`config.mk`:
```
export PLATFORM = sky130hd
export DESIGN_NAME = serialize_var
export DESIGN_NICKNAME = d
export VERILOG_FILES = /design/src/rtl/serialize_pkg.sv /design/src/rtl/dti_out_reg.sv /design/src/rtl/serialize_var.sv
export SDC_FILE = /design/constraint.sdc
export NUM_CORES = 1
export LEC_CHECK = 0
export CELL_PAD_IN_SITES_DETAIL_PLACEMENT = 1
export CELL_PAD_IN_SITES_GLOBAL_PLACEMENT = 1
export CORE_MARGIN = 2
export CORE_UTILIZATION = 19
export DETAILED_ROUTE_END_ITERATION = 7
export GPL_ROUTABILITY_DRIVEN = 0
export HOLD_SLACK_MARGIN = 0.15
export MAX_ROUTING_LAYER = met4
export PLACE_DENSITY_LB_ADDON = 0.1
export RECOVER_POWER = 50
export SYNTH_ARGS = -nofsm -noshare
export SYNTH_HDL_FRONTEND = slang
export SYNTH_SLANG_ARGS = --single-unit
```
`constraint.sdc`:
```
create_clock -name clk -period 2.7 [get_ports clk]
set_clock_uncertainty 0.2 [all_clocks]
set_input_delay 0.405 -clock clk [delete_from_list [all_inputs] [get_ports clk]]
set_output_delay 0.405 -clock clk [all_outputs]
set_load 0.02 [all_outputs]
```
`src/rtl/serialize_pkg.sv`:
```
// Shared helpers for the serialize_var width-down-converter: chunk counter width
// and the bit offsets of the len and last fields.
package serialize_pkg;

  function automatic int chunk_cw(input int din, input int dout);
    return $clog2(din / dout);
  endfunction

  // len sits directly above the payload in the input word
  function automatic int len_lsb(input int din);
    return din;
  endfunction

  function automatic int din_w(input int din, input int dout);
    return din + chunk_cw(din, dout);
  endfunction

  // last sits directly above the chunk in the output word
  function automatic int last_bit(input int dout);
    return dout;
  endfunction

endpackage

```
`src/rtl/dti_out_reg.sv`:
```
// Generic one-stage valid/ready pipeline register. Accepts a new beat whenever
// the stage is empty or its current beat is leaving this cycle.
module dti_out_reg #(
  parameter int WIDTH = 8
) (
  input  logic             clk,
  input  logic             rst,
  input  logic             din_valid,
  output logic             din_ready,
  input  logic [WIDTH-1:0] din_data,
  output logic             dout_valid,
  input  logic             dout_ready,
  output logic [WIDTH-1:0] dout_data
);

  logic             valid_r;
  logic [WIDTH-1:0] data_r;

  assign din_ready  = !valid_r | dout_ready;
  assign dout_valid = valid_r;
  assign dout_data  = data_r;

  always_ff @(posedge clk) begin
    if (rst) begin
      valid_r <= 1'b0;
      data_r  <= '0;
    end else if (din_ready) begin
      valid_r <= din_valid;
      data_r  <= din_data;
    end
  end

endmodule

```
`src/rtl/serialize_var.sv`:
```
// Splits one DIN-bit word into 1..DIN/DOUT DOUT-bit chunks, count taken from the
// len field of the word, with a last flag and an optional registered output.
//
// Handshake: a beat transfers on a cycle where valid & ready are both high;
// valid/data are held stable while valid is high and ready is low, and ready
// never depends on valid of the same interface.
module serialize_var
  import serialize_pkg::*;
#(
  parameter int DIN       = 16,
  parameter int DOUT      = 4,
  parameter int MSB_FIRST = 0,
  parameter int OUT_REG   = 0
) (
  input  logic                           clk,
  input  logic                           rst,
  input  logic                           din_valid,
  output logic                           din_ready,
  input  logic [din_w(DIN, DOUT)-1:0]    din_data,
  output logic                           dout_valid,
  input  logic                           dout_ready,
  output logic [last_bit(DOUT):0]        dout_data,
  output logic                           busy
);

  localparam int N  = DIN / DOUT;
  localparam int CW = chunk_cw(DIN, DOUT);
  localparam logic [CW-1:0] LEN_MAX = CW'(N - 1);

  if ((DIN % DOUT) != 0 || N < 2) begin : g_bad_params
    $error("serialize_var: DIN must be a multiple of DOUT with DIN/DOUT >= 2");
  end

  logic [DIN-1:0]  payload;
  logic [CW-1:0]   len;
  logic [CW-1:0]   len_e;
  logic [CW-1:0]   cnt;
  logic [CW-1:0]   idx;
  logic [DOUT-1:0] chunks [N];
  logic [DOUT-1:0] chunk;
  logic            last_c;
  logic            adv_en;
  logic            advance;

  assign payload = din_data[DIN-1:0];
  assign len     = din_data[len_lsb(DIN) +: CW];
  // Clamp rather than wrap so an oversized len still yields a full word
  assign len_e   = (len > LEN_MAX) ? LEN_MAX : len;
  assign idx     = (MSB_FIRST != 0) ? (len_e - cnt) : cnt;
  assign last_c  = (cnt == len_e);
  assign advance = din_valid & adv_en;
  assign busy    = (cnt != '0);

  for (genvar i = 0; i < N; i++) begin : g_chunks
    assign chunks[i] = payload[i*DOUT +: DOUT];
  end

  always_comb begin
    chunk = '0;
    for (int i = 0; i < N; i++) begin
      if (idx == CW'(i)) chunk = chunks[i];
    end
  end

  always_ff @(posedge clk) begin
    if (rst) begin
      cnt <= '0;
    end else if (advance) begin
      cnt <= last_c ? '0 : cnt + CW'(1);
    end
  end

  if (OUT_REG != 0) begin : g_reg
    dti_out_reg #(.WIDTH(DOUT + 1)) u_out_reg (
      .clk        (clk),
      .rst        (rst),
      .din_valid  (din_valid),
      .din_ready  (adv_en),
      .din_data   ({last_c, chunk}),
      .dout_valid (dout_valid),
      .dout_ready (dout_ready),
      .dout_data  (dout_data)
    );
  end else begin : g_comb
    assign adv_en     = dout_ready;
    assign dout_valid = din_valid;
    assign dout_data  = {last_c, chunk};
  end

  // The word is released only when its final chunk is taken downstream
  assign din_ready = adv_en & last_c;

  property p_dout_stable;
    @(posedge clk) disable iff (rst)
      (dout_valid && !dout_ready) |=> (dout_valid && $stable(dout_data));
  endproperty
  a_dout_stable: assert property (p_dout_stable);

endmodule

```
; After elaboration in Yosys (flattened, before gate mapping)
; Cells that the tools add are included.
[word_totals]
regBits = 2
input_bits = 22
out_inout_bits = 8
[classes]
add_sub_neg = 1
order_cmp = 1
n_eq_ne = 4
mux = 6
bitwise_logic = 2
n_reduce_logical = 2
[ops]
columns = op, n
row1 = $mux W4, 4
row2 = $eq A2 B2 Y1 const B, 2
row3 = $mux W2, 2
row4 = $add A2 B1 Y2 const B, 1
row5 = $and A1 B1 Y1, 2
row6 = $eq A2 B1 Y1 const B, 1
row7 = $eq A2 B2 Y1, 1
row8 = $gt A2 B2 Y1 const B, 1
row9 = $logic_not A2 Y1, 1
row10 = $reduce_bool A2 Y1, 1

; Logic depth before layout (Yosys ltp)
; Gate-level depths: netlist (run 1).
[depth]
word_depth = 5
mapped_depth = 5

; Least setup slack after synthesis (run 1)
; No wires, ideal clock.
[synth_timing]
kind = reg-to-output
startpoint = reg cnt[1]
endpoint = out dout_data[1]
t_arrival_ns = 1.498
setup_slack_ns = 0.597
stages_incl_launch_ff = 6
cell_sequence = dfxtp_1 > inv_1 > ha_1 > nor2b_2 > a221oi_1 > o31ai_1
[synth_via]
elab_chain_cells = 5
word_cells_on_any_way = 8
cone_classes = eq/ne (3) / mux (4) / reduce/logical (1)
[synth_rtl]
columns = element, line
row1 = "start, declared", serialize_var.sv:37  ; logic [CW-1:0] cnt;
row2 = "start signal, assigned", serialize_var.sv:69  ; cnt <= last_c ? '0 : cnt + CW'(1);
row3 = $logic_not A2 Y1, serialize_var.sv:61  ; if (idx == CW'(i)) chunk = chunks[i];
row4 = $mux W4 (3 in series), serialize_var.sv:61
row5 = $mux W4 (*), serialize_var.sv:61
row6 = "end, declared", serialize_var.sv:22  ; output logic [last_bit(DOUT):0] dout_data,
; Mark *: on every way between the ends. The rest lies on a longest branch, timed or not.

; Worst setup path in the final report (run 1)
[layout_timing]
startpoint = reg cnt[0]
endpoint = out dout_data[2]
; The elaborated chain is that of the path after synthesis.

==> results.sh, run 1 <==
export IMPL_outcome="finished clean"
export IMPL_routed_wire_length_per_instance_um=11.8
export IMPL_grt_overflow=0
export IMPL_area_growth_pct=102
export IMPL_clock_tree_buffer_depth=2
export IMPL_grt_usage=0.122
export IMPL_cap_viol_max_count=0
export IMPL_max_vdd_ir_drop_uv=278
export IMPL_setup_worst_path_end_class="output pin"
export IMPL_io_buffer_count=29
export IMPL_powerDensity_mw_per_mm2=325
export IMPL_floorplan_rows=14
export IMPL_totalWireLength_um=1040
export IMPL_clkSlewWorstSetupHoldPaths_ns=0.03
export IMPL_final_seq_area_um2=41.3
export IMPL_syn_cell_area_um2=307
export IMPL_avgSynthCellArea_um2=7.30
export IMPL_synth_nets=68
export IMPL_holdCritPathClass="reg2reg"
export IMPL_n_fill_cell=189
export IMPL_post_cts_repair_setup_buffers=0
export IMPL_initial_utilization=0.203
export IMPL_floorplan_die_area_mm2=0.00195
export IMPL_seq_area_frac_synth=0.131
export IMPL_setup_worst_path_class="reg2out"
export IMPL_rsz0062_at_grt="no"
export IMPL_r2r_setup_slack_ns=1.45
export IMPL_r2r_cells=4
export IMPL_synth_warnings=0
export IMPL_drive_gt1_frac=0.0833
export IMPL_setup_violations=0
export IMPL_layout_nets=100
export IMPL_dp_final_hpwl_um=888
export IMPL_drtIter0Drc=3
export IMPL_final_max_slew_viol_count=0
export IMPL_design_portCount=30
export IMPL_hold_violations=0
export IMPL_multiInputGateArea_um2=233
export IMPL_clock_sinks=2
export IMPL_top_flop_regs="cnt (2)"
export IMPL_htree_num_levels=1
export IMPL_largest_register_ff_count=2
export IMPL_period_minus_slack_ns=2.51
export IMPL_worst_ep_arrival_time_ns=1.90
export IMPL_largest_net_degree_at_the_start_of_global_routing=9
export IMPL_crit_required_ns=2.10
export IMPL_final_cell_count_no_fill=88
export IMPL_cts_root_buffer="clkbuf_4"
export IMPL_core_area_mm2=0.00151
export IMPL_grt_pass1_wl_um=1680
export IMPL_worst_margin_pin_slew_ns=0.340
export IMPL_layout_cells_most_common_list="24 x clkdlybuf4s50_1, 6 x nand2_1, 4 x inv_1, 4 x ha_1"
export IMPL_mostFrequentLayoutCell="clkdlybuf4s50_1"
export IMPL_max_flop_register="cnt"
export IMPL_dieWidth_um=44.2
export IMPL_dp_cells=85
export IMPL_slew_limit_headroom=0.773
export IMPL_final_core_util=0.412
export IMPL_postCtsHoldBufs=0
export IMPL_cts_tree="done"
export IMPL_postSynthRegisterBits=2
export IMPL_vias_in_the_first_global_route=375
export IMPL_worst_skew_pair_late_latency_ns=0.22
export IMPL_post_drt_via_cell_ratio=4.50
export IMPL_synthCells=42
export IMPL_cts_buffers_inserted=3
export IMPL_cp_max_fo=8
export IMPL_dr_pass1_iters=2
export IMPL_routed_via_count=396
export IMPL_critical_path_start_type="flop"
export IMPL_diodes=0
export IMPL_antenna_found_initial=0
export IMPL_drcViolationCount=0
export IMPL_holdWs_ns=0.354
export IMPL_chipHeight_um=44.2
export IMPL_ant_nets=0
export IMPL_finalCritPeriodShare=0.929
export IMPL_static_leakage_power_nw=0.259
export IMPL_fin_setup_tns_ns=0
export IMPL_post_layout_total_power_w=0.000202
export IMPL_hold_depth=2
export IMPL_synth_distinct_cells=20
export IMPL_fmaxAchievable_mhz=399
cells in the mapped netlist, drive strengths merged:
library cell | number | area [µm²]
o2111ai | 1 | 8.76
nor2 | 1 | 3.75
dfxtp | 2 | 40.0
inv | 4 | 15.0
xor2 | 2 | 17.5
a21oi | 3 | 15.0
buf | 2 | 15.0
a22o | 1 | 8.76
o31ai | 3 | 22.5
a221oi | 3 | 26.3
or3 | 1 | 6.26
o21ai | 2 | 10.0
nand2 | 6 | 22.5
ha | 4 | 50.1
clkbuf | 1 | 3.75
and2 | 1 | 6.26
nor2b | 4 | 27.5
nand3b | 1 | 7.51
cell families (layout without fill, tap and decap cells):
group,Yosys count,count (layout),share of synthesized area
and+or+nand+nor,14,14,0.241
adders and majority gates,4,4,0.163
AOI/OAI and AO/OA,13,13,0.298
xor gates and xnor gates,2,2,0.0572
DFF,2,2,0.131
buffers and inverters,7,37,0.110
power by group:
| part | total (W) | internal, W | switching [W] |
|---|---|---|---|
| registers | 0.0000338 | 0.0000316 | 0.00000224 |
| clock network | 0.0000647 | 0.0000489 | 0.0000158 |
| logic | 0.000103 | 0.0000584 | 0.0000446 |
final cells by class:
class	instances	area share
multi-input cells	33	0.375
repair buffers	30	0.466
flip-flops and latches	2	0.0665
inverters	4	0.0242
well taps	16	0.0323
clock buffers	3	0.0363
critical path, stage by stage, from the launching register on:
cell	delay (ns)
dfxtp_2	0.38
inv_1	0.08
ha_1	0.28
a21oi_1	0.14
o21ai_0	0.09
a22o_1	0.18
clkdlybuf4s50_1	0.53
path summary, 6_finish.rpt:
path | endpoint | from
setup reg to reg | cnt[1] | cnt[0]
setup / recovery | dout_data[2] | cnt[0]
hold / removal | cnt[0] | cnt[0]
hold reg to reg | cnt[0] | cnt[0]
metrics by stage:
step	setup WS (ns)	cell area, µm²
global placement	0.171	606
detailed placement	0.162	606
CTS	0.0133	626
finish	0.193	621
global route	0.0685	621
floorplan	0.597	307
layer usage:
metal  up-vias  wire [µm]  GRT usage
li1        211          -          -
met3         0         82     0.0408
met2        14        457      0.171
met1       171        501      0.157
met5         -          0          -
met4         0          0     0.0545
timing repair:
item                                    4_1_cts  5_1_grt
resized for setup                             2        2
hold endpoints to repair                      0        0
endpoints found under the setup margin        2        2
pin swaps                                     0        0
(Power assumes the default switching activity.)
==> run 2, diff against run 1 <==
Settings changed: CAP_MARGIN from default to 20.
==> results of run 2 <==
Final layout, timing and power as in run 1 (identical DEF).
==> run 3, diff against run 2 <==
Settings changed: CTS_CLUSTER_DIAMETER from default to 120, GPL_TIMING_DRIVEN from default to 0.
==> results.sh, run 3 (synthesis gave the netlist of run 1 again) <==
export IMPL_crit_required_ns=2.10
export IMPL_power_clock_fraction=0.322
export IMPL_final_max_slew_viol_count=0
export IMPL_totalWireLength_um=1060
export IMPL_floorplan_rows=14
export IMPL_core_area_mm2=0.00151
export IMPL_postCtsHoldBufs=0
export IMPL_chipHeight_um=44.2
export IMPL_critical_path_start_type="flop"
export IMPL_hold_depth=2
export IMPL_clkSlewWorstSetupHoldPaths_ns=0.03
export IMPL_max_vdd_ir_drop_uv=202
export IMPL_seq_power_share=0.165
export IMPL_top_flop_regs="cnt (2)"
export IMPL_timing_hold_worst_endpoint="cnt[0]"
export IMPL_static_leakage_power_nw=0.269
export IMPL_max_flop_register="cnt"
export IMPL_cp_max_fo=6
export IMPL_mostFrequentLayoutCell="clkdlybuf4s50_1"
export IMPL_worst_margin_pin_slew_ns=0.348
export IMPL_worst_ep_arrival_time_ns=1.91
export IMPL_r2r_setup_slack_ns=1.42
export IMPL_rsz0062_at_grt="no"
export IMPL_internal_w=0.000142
export IMPL_post_layout_total_power_w=0.000206
export IMPL_dr_pass1_iters=1
export IMPL_area_growth_pct=108
export IMPL_routed_via_count=416
export IMPL_grt_overflow=0
export IMPL_finish_instance_area_um2=637
export IMPL_final_setup_worst_slack_ns=0.185
export IMPL_grt_pass1_wl_um=1810
export IMPL_floorplan_die_area_mm2=0.00195
export IMPL_antenna_found_initial=0
export IMPL_fmaxAchievable_mhz=398
export IMPL_combinationalPowerShare=0.513
export IMPL_dp_worst_setup_slack_ns=0.137
export IMPL_design_portCount=30
export IMPL_cap_viol_max_count=0
export IMPL_worst_skew_pair_late_latency_ns=0.22
export IMPL_finalCritPeriodShare=0.932
export IMPL_clock_sinks=2
export IMPL_hold_path_startpoint="cnt[0]"
export IMPL_clock_tree_buffer_depth=2
export IMPL_io_buffer_count=29
export IMPL_r2r_cells=4
export IMPL_slew_limit_headroom=0.768
export IMPL_diodes=0
export IMPL_setup_worst_path_class="reg2out"
export IMPL_drcViolationCount=0
export IMPL_layout_cells_most_common_list="23 x clkdlybuf4s50_1, 6 x nand2_1, 4 x inv_1, 4 x ha_1"
export IMPL_power_switching_share=0.310
export IMPL_period_minus_slack_ns=2.52
export IMPL_hold_violations=0
export IMPL_largest_register_ff_count=2
export IMPL_fin_setup_tns_ns=0
export IMPL_largest_net_degree_at_the_start_of_global_routing=9
export IMPL_routed_wire_length_per_instance_um=11.8
export IMPL_setup_violations=0
export IMPL_drive_gt1_frac=0.0946
export IMPL_powerDensity_mw_per_mm2=323
export IMPL_placement_cell_area_um2=617
export IMPL_cts_root_buffer="clkbuf_4"
export IMPL_cts_tree="done"
export IMPL_initial_utilization=0.203
export IMPL_grt_usage=0.131
export IMPL_drtIter0Drc=0
export IMPL_ant_nets=0
export IMPL_vias_in_the_first_global_route=413
export IMPL_htree_num_levels=1
export IMPL_setup_worst_path_end_class="output pin"
export IMPL_outcome="finished clean"
export IMPL_switching_power_w=0.0000638
export IMPL_holdCritPathClass="reg2reg"
export IMPL_reg2reg_to="cnt[1]"
export IMPL_dieWidth_um=44.2
export IMPL_post_drt_via_cell_ratio=4.62
export IMPL_cts_buffers_inserted=3
export IMPL_dp_final_hpwl_um=880
export IMPL_r2r_start="cnt[1]"
export IMPL_layout_nets=102
run 3: worst max-delay path by stage:
stage,cells after the start,end,slack [ns],startpoint
3_3_place_gp,6,dout_data[3],0.12,cnt[1]
3_5_place_dp,6,dout_data[3],0.14,cnt[1]
2_1_floorplan,5,dout_data[1],0.60,cnt[1]
5_1_grt,6,dout_data[2],0.007,cnt[1]
4_1_cts,6,dout_data[2],0.08,cnt[0]
6_report,6,dout_data[2],0.18,cnt[1]
run 3: power by group through the flow:
stage / Clock [W] / Sequential, W / Combinational (W)
2_1_floorplan: 0 / 0.0000336 / 0.0000500
3_3_place_gp: 0 / 0.0000343 / 0.000113
3_5_place_dp: 0 / 0.0000343 / 0.000113
4_1_cts: 0.0000719 / 0.0000338 / 0.000108
5_1_grt: 0.0000763 / 0.0000344 / 0.000115
6_report: 0.0000663 / 0.0000339 / 0.000106
run 3: cell type report:
class,instances,area (µm²)
Buffer,3,18.8
Clock buffer,3,22.5
Fill cell,195,870
Inverter,4,15.0
Multi-Input combinational cell,33,233
Sequential cell,2,41.3
Tap cell,16,20.0
Timing Repair Buffer,29,287
run 3: critical path: stages (launching register included):
cell and delay, ns:
dfxtp_1 0.40, inv_1 0.08, ha_1 0.26, a21oi_1 0.14, o21ai_0 0.10, a22o_1 0.18, clkdlybuf4s50_1 0.53
run 3: what timing repair did:
item | in CTS | in global routing
setup endpoints to repair | 3 | 1
setup buffers | 0 | 0
endpoints found under the hold margin | 0 | 0
resized for setup | 3 | 1
run 3: stage by stage:
step,std cells,hold slack (ns),utilization
final,90,0.325,0.423
after global routing,90,0.360,0.423
after CTS,90,0.337,0.422
after detailed placement,87,0.334,0.409
after global placement,87,0.332,0.409
after floorplan,42,0.274,-
run 3: per-layer routing:
metal | up-vias | global-route usage | wire length, µm
li1 | 214 | - | -
met1 | 188 | 0.172 | 480
met5 | - | - | 0
met3 | 0 | 0.0245 | 70
met4 | 0 | 0.0727 | 0
met2 | 14 | 0.185 | 511
